## src/rtl/c_hazard_unit.sv

```systemverilog
// Hazard controller for the five-stage core: operand forwarding, load-use and
// branch handling, multi-cycle MDU sequencing and data-memory wait-state freezes.
module c_hazard_unit #(
    parameter int MDU_CYCLES = 4
) (
    input  logic       clk,
    input  logic       reset,
    input  logic [4:0] Rs1_D,
    input  logic [4:0] Rs2_D,
    input  logic [4:0] Rs1_E,
    input  logic [4:0] Rs2_E,
    input  logic [4:0] Rd_E,
    input  logic [4:0] Rd_M,
    input  logic [4:0] Rd_W,
    input  logic       RegWrite_M,
    input  logic       RegWrite_W,
    input  logic       ResultSrcb0_E,
    input  logic       PCSrc_E,
    input  logic       MduOp_E,
    input  logic       MemReq_M,
    input  logic       MemReady_M,
    output logic       StallF,
    output logic       StallD,
    output logic       StallE,
    output logic       StallM,
    output logic       FlushD,
    output logic       FlushE,
    output logic       FlushM,
    output logic       FlushW,
    output logic [1:0] ForwardA_E,
    output logic [1:0] ForwardB_E,
    output logic       MduStart_E,
    output logic       MduBusy
);

    localparam logic [0:0] RUN      = 1'b0;
    localparam logic [0:0] MDU_BUSY = 1'b1;
    localparam logic       MULTI    = (MDU_CYCLES > 1);
    // Busy cycles remaining after the first one; the final busy cycle sees cnt==0.
    localparam logic [3:0] CNT_LOAD = 4'(MDU_CYCLES - 2);

    logic [0:0] state;
    logic [3:0] cnt;
    logic       memstall;
    logic       lduse;
    logic       mdustall;
    logic       in_run;
    logic       in_busy;

    assign in_run   = (state == RUN);
    assign in_busy  = (state == MDU_BUSY);
    assign memstall = MemReq_M & ~MemReady_M;
    assign lduse    = ResultSrcb0_E & (Rd_E != 5'd0) & ((Rd_E == Rs1_D) | (Rd_E == Rs2_D));
    assign mdustall = (in_run & MduOp_E & MULTI) | (in_busy & (cnt != 4'd0));

    // Forwarding ignores stalls and reset; M is newer than W so it wins.
    always_comb begin
        ForwardA_E = 2'b00;
        if (RegWrite_M && (Rd_M != 5'd0) && (Rd_M == Rs1_E))
            ForwardA_E = 2'b10;
        else if (RegWrite_W && (Rd_W != 5'd0) && (Rd_W == Rs1_E))
            ForwardA_E = 2'b01;
    end

    always_comb begin
        ForwardB_E = 2'b00;
        if (RegWrite_M && (Rd_M != 5'd0) && (Rd_M == Rs2_E))
            ForwardB_E = 2'b10;
        else if (RegWrite_W && (Rd_W != 5'd0) && (Rd_W == Rs2_E))
            ForwardB_E = 2'b01;
    end

    always_comb begin
        StallF = 1'b0;
        StallD = 1'b0;
        StallE = 1'b0;
        StallM = 1'b0;
        FlushD = 1'b0;
        FlushE = 1'b0;
        FlushM = 1'b0;
        FlushW = 1'b0;
        if (!reset) begin
            if (memstall) begin
                StallF = 1'b1;
                StallD = 1'b1;
                StallE = 1'b1;
                StallM = 1'b1;
                FlushW = 1'b1;
            end else if (mdustall) begin
                StallF = 1'b1;
                StallD = 1'b1;
                StallE = 1'b1;
                FlushM = 1'b1;
            end else if (PCSrc_E) begin
                FlushD = 1'b1;
                FlushE = 1'b1;
            end else if (lduse) begin
                StallF = 1'b1;
                StallD = 1'b1;
                FlushE = 1'b1;
            end
        end
    end

    assign MduStart_E = ~reset & in_run & MduOp_E & ~memstall;
    assign MduBusy    = ~reset & in_busy;

    // A memory wait freezes the sequencer, so an op entering E is not recognised yet.
    always_ff @(posedge clk) begin
        if (reset) begin
            state <= RUN;
            cnt   <= 4'd0;
        end else if (!memstall) begin
            case (state)
                RUN: begin
                    if (MduOp_E && MULTI) begin
                        state <= MDU_BUSY;
                        cnt   <= CNT_LOAD;
                    end
                end
                MDU_BUSY: begin
                    if (cnt != 4'd0)
                        cnt <= cnt - 4'd1;
                    else
                        state <= RUN;
                end
                default: begin
                    state <= RUN;
                    cnt   <= 4'd0;
                end
            endcase
        end
    end

endmodule
```

## config.mk

```make
export PLATFORM = sky130hd
export DESIGN_NAME = c_hazard_unit
export DESIGN_NICKNAME = d
export VERILOG_FILES = /design/src/rtl/c_hazard_unit.sv
export SDC_FILE = /design/constraint.sdc
export NUM_CORES = 1
export LEC_CHECK = 0
export BUFFER_PORTS_ARGS = -buffer_cell sky130_fd_sc_hd__buf_2
export CELL_PAD_IN_SITES_DETAIL_PLACEMENT = 0
export CELL_PAD_IN_SITES_GLOBAL_PLACEMENT = 1
export CORE_ASPECT_RATIO = 0.7
export CORE_MARGIN = 3
export CORE_UTILIZATION = 26
export CTS_CLUSTER_DIAMETER = 150
export DETAILED_ROUTE_END_ITERATION = 12
export HOLD_SLACK_MARGIN = 0.15
export PLACE_DENSITY = 0.79
export SYNTH_ARGS = -nofsm -noshare
export SYNTH_HDL_FRONTEND = slang
export SYNTH_SLANG_ARGS = --single-unit
export TNS_END_PERCENT = 5
```

## constraint.sdc

```tcl
create_clock -name clk -period 2.3 [get_ports clk]
set_input_delay 0.46 -clock clk [delete_from_list [all_inputs] [get_ports clk]]
set_output_delay 0.46 -clock clk [all_outputs]
set_load 0.005 [all_outputs]
```

==> results.md <==
- Mapped Cells: roughly 100
- YS warnings: 0
- Initial antenna violation count: 0
- Cell type with the largest total area after synthesis: xor2_1
- RePlAce Congestion: between 0.9 and 1
- Die area: about 3700 µm²
- Gr ovfl total: 0
- DR vias/cell: 4.88
- Die width: just over 70 µm
- CP Capture Type: register
- 1st-iter DRT viols: 24
- FF-to-FF path depth: 17
- Area delta synth->final: 64.6%
- Root buf cell: clkbuf_8
- Largest net degree at the start of global routing: 12
- Syn avg cell area: around 7.9 µm²
- Setup ws final: -0.0972 ns
- Maximum clock rate: 417 MHz
- DRC violations left: 0
- Skew-Pair Late Insertion Delay: between 0.2 and 0.25 ns
- Final #Nets: 218
- Setup slack, reg-to-reg: -0.1 ns
- Clk sinks: 5
- Seq/Total Area, Yosys: between 10% and 20%
- CP Depth: 17
- Delay-heaviest family, CP: buffers and inverters
- Post-Syn Area: between 700 and 800 µm²
- WHS Path Cells: 2
- Reg-to-reg critical path endpoint: cnt[0]$_SDFFE_PP0P_
- Maxcap violations: 0
- H-tree Lvls: 1
- TritonCTS buffer count: 3
- Yosys cell types: 31
- RR Startpoint: cnt[0]$_SDFFE_PP0P_
- Crit path DAT: between 2 and 2.5 ns
- Crit path buffers/inverters: 15
- Max-slew violations: 0
- Critical path start-end classification: register to register
- Hold buffers post-CTS: 0
- Final Hold Fails: 0
- Post-synthesis net count: ~140
- Tcrit/Tclk final: 104%
- Critical Path Max Stage Delay: between 0.3 and 0.4 ns
- DRT Pass-1 Iters: 4
- Pre-CTS setup slack: ~0.019 ns
- Crit path max fanout: 3
- Slowest-stage cell, CP: dfxtp_2
- CTS tree: yes
- Minimum clock period: ~2.4 ns
- N_diodes: 0
- First-pass GRT wire length: around 4.3 mm
- Failing checks: setup timing
- Overall routing resource usage: 15.2%
- Post-route insts no fill: 206
- Outcome: complete, but fails checks
- Seq cells post-synth: 5
- Slew headroom: between 60% and 70%
- Die Span Y: 51.6 µm
- Placed insts: approximately 190
- Critical path required time: about 2.4 ns
- Seq pwr share: roughly a fifth
- FILL cells: about 270
- CP startpoint kind: register
- IO Count: 58
- Crit path cell chain: inv_2 -> buf_4 -> buf_4 -> buf_4 -> buf_4 -> buf_4 -> buf_4 -> buf_4 -> buf_4 -> buf_4 -> buf_4 -> buf_4 -> buf_4 -> buf_4 -> buf_4 -> nand4_1 -> a21oi_1
- PortBufs: 57
- Fin util: between 40% and 50%
- Clk_skew: roughly 0.0018 ns
- Vias after detailed routing: roughly 1,000
- Cell Int Power: approximately 350 µW
- Fraction of layout cells with a size suffix above 1: between 50% and 60%
- Core area: around 2600 µm²
- Most common cell on crit path: buf_4
- Largest cells by area after synthesis: xor2_1, dfxtp_1, xnor2_1
- Clock Path Buffers: 2
- HPWL Detailed: between 2 and 2.5 mm
- Yosys top cell area share: between 20% and 30%
- Clk pin slew, worst setup/hold paths: ~0.030 ns
- Leak: slightly above 0.0006 µW
- WHS Endpoint: cnt[3]$_SDFFE_PP0P_
- VDD IR max: 198 µV
- Hold WC Path Type: register to register
- Net Sw Power: around 170 µW
- Routed WL: 2.84 mm
- Row Count: 15
- Final setup viols: 4
- Routed WL per cell: 13.8 µm
- P per Cell Area: about 420 nW/µm²
- Min-delay src: cnt[3]$_SDFFE_PP0P_
- Combinational share of power: between 40 and 50%
- Worst Tran Pin Value: roughly 0.46 ns
- RSZ-0062 raised after global routing: true
- Initial Utilization: between 20% and 30%
- Vias in the first global route: between 900 and 1,000
- Clock power frac: a little under a third
- Switching part of the total: roughly a third
- Final ANT Viol Nets: 0
[repair_timing]
action | CTS | global route
setup endpoints to repair | 2 | 7
resized for setup | 6 | 3
buffers inserted | 17 | 0
pin swaps | 4 | 2
[layout by cell type (no fill, tap or decap), types with 3 or more instances in the layout]
cell type   n
xnor2_1     6
nor2b_1     3
buf_2      57
nand2b_1    3
nor3_1      3
buf_4      17
dfxtp_1     3
clkbuf_8    3
or4_1       5
nand2_1     6
nor4_1      4
xor2_1     24
a21oi_1     5
nor2_1      5
[power by group through the flow]
stage	sequential, µW	combinational (µW)	clock [µW]
2_1_floorplan	104	125	0
3_3_place_gp	109	196	0
3_5_place_dp	110	201	0
4_1_cts	110	243	167
5_1_grt	112	278	172
6_report	111	256	162
[stage by stage]
step	setup TNS, ns	instance area (µm²)	total power, µW	hold slack (ns)
global route	-0.610	1270	562	0.525
CTS	-0.0782	1260	520	0.477
global placement	0	1070	305	0.457
finish	-0.232	1270	529	0.494
detailed placement	0	1070	311	0.473
floorplan	0	773	229	0.445
[area by class of cell]
type / count / area [µm²] / area share, %
sequential: 5 / 103 / 8.06
clock buffer: 4 / 45.0 / 3.54
inverter: 4 / 15.0 / 1.18
timing repair buffer: 74 / 413 / 32.4
multi-input combinational: 85 / 654 / 51.4
tap: 34 / 42.5 / 3.34
[state kept, by name (all words and copies together), names as in the netlist]
name	flops
cnt	4
in_busy	1
[kinds of logic after synthesis]
| kind of cell | synth area share [%] |
|---|---|
| muxes | 2.59 |
| buffers and inverters | 5.82 |
| xor gates and xnor gates | 34.0 |
| AOI/OAI and AO/OA | 13.6 |
| and+or+nand+nor | 29.5 |
| DFF | 12.9 |
| adders and majority gates | 1.62 |
[worst max path at each step]
stage	end	slack [ns]	start
after CTS	FlushE	-0.05	cnt[1]$_SDFFE_PP0P_
after global routing	FlushE	-0.21	cnt[0]$_SDFFE_PP0P_
final	cnt[0]$_SDFFE_PP0P_	-0.1	cnt[0]$_SDFFE_PP0P_
after detailed placement	FlushE	0.02	cnt[0]$_SDFFE_PP0P_
after floorplan	FlushE	0.22	cnt[0]$_SDFFE_PP0P_
after global placement	FlushE	0.05	cnt[0]$_SDFFE_PP0P_
[worst register-to-register path, stage by stage (launching register included)]
cell and delay [ns]:
dfxtp_2 0.33, inv_2 0.06, buf_4 0.12, buf_4 0.13
buf_4 0.12, buf_4 0.12, buf_4 0.12, buf_4 0.12
buf_4 0.13, buf_4 0.13, buf_4 0.12, buf_4 0.12
buf_4 0.12, buf_4 0.12, buf_4 0.13, buf_4 0.12
nand4_1 0.08, a21oi_1 0.08
[cells in the mapped netlist, drive strengths merged]
cell type	instances
a2111oi	1
a21oi	6
nor4	5
nor2b	3
o21ai	3
a41o	1
nand4	1
dfxtp	5
nand2	6
ha	1
a22oi	1
o31ai	1
or3b	1
nor3	3
xnor2	6
o21bai	1
or3	2
nand3	2
xor2	24
clkbuf	1
or4	5
mux2i	2
nor2	5
and4bb	1
nor3b	1
nand2b	3
buf	3
inv	4
[metal layers]
metal / share of wire (%) / GRT usage (%) / wire length, µm / vias to the layer above
li1: - / - / - / 491
met1: 43 / 18.1 / 1220 / 455
met2: 46 / 25.9 / 1320 / 50
met3: 6.8 / 2.32 / 194 / 10
met4: 3.8 / 9.06 / 109 / 0
met5: 0 / 0 / 0 / -
(Power assumes the default switching activity.)
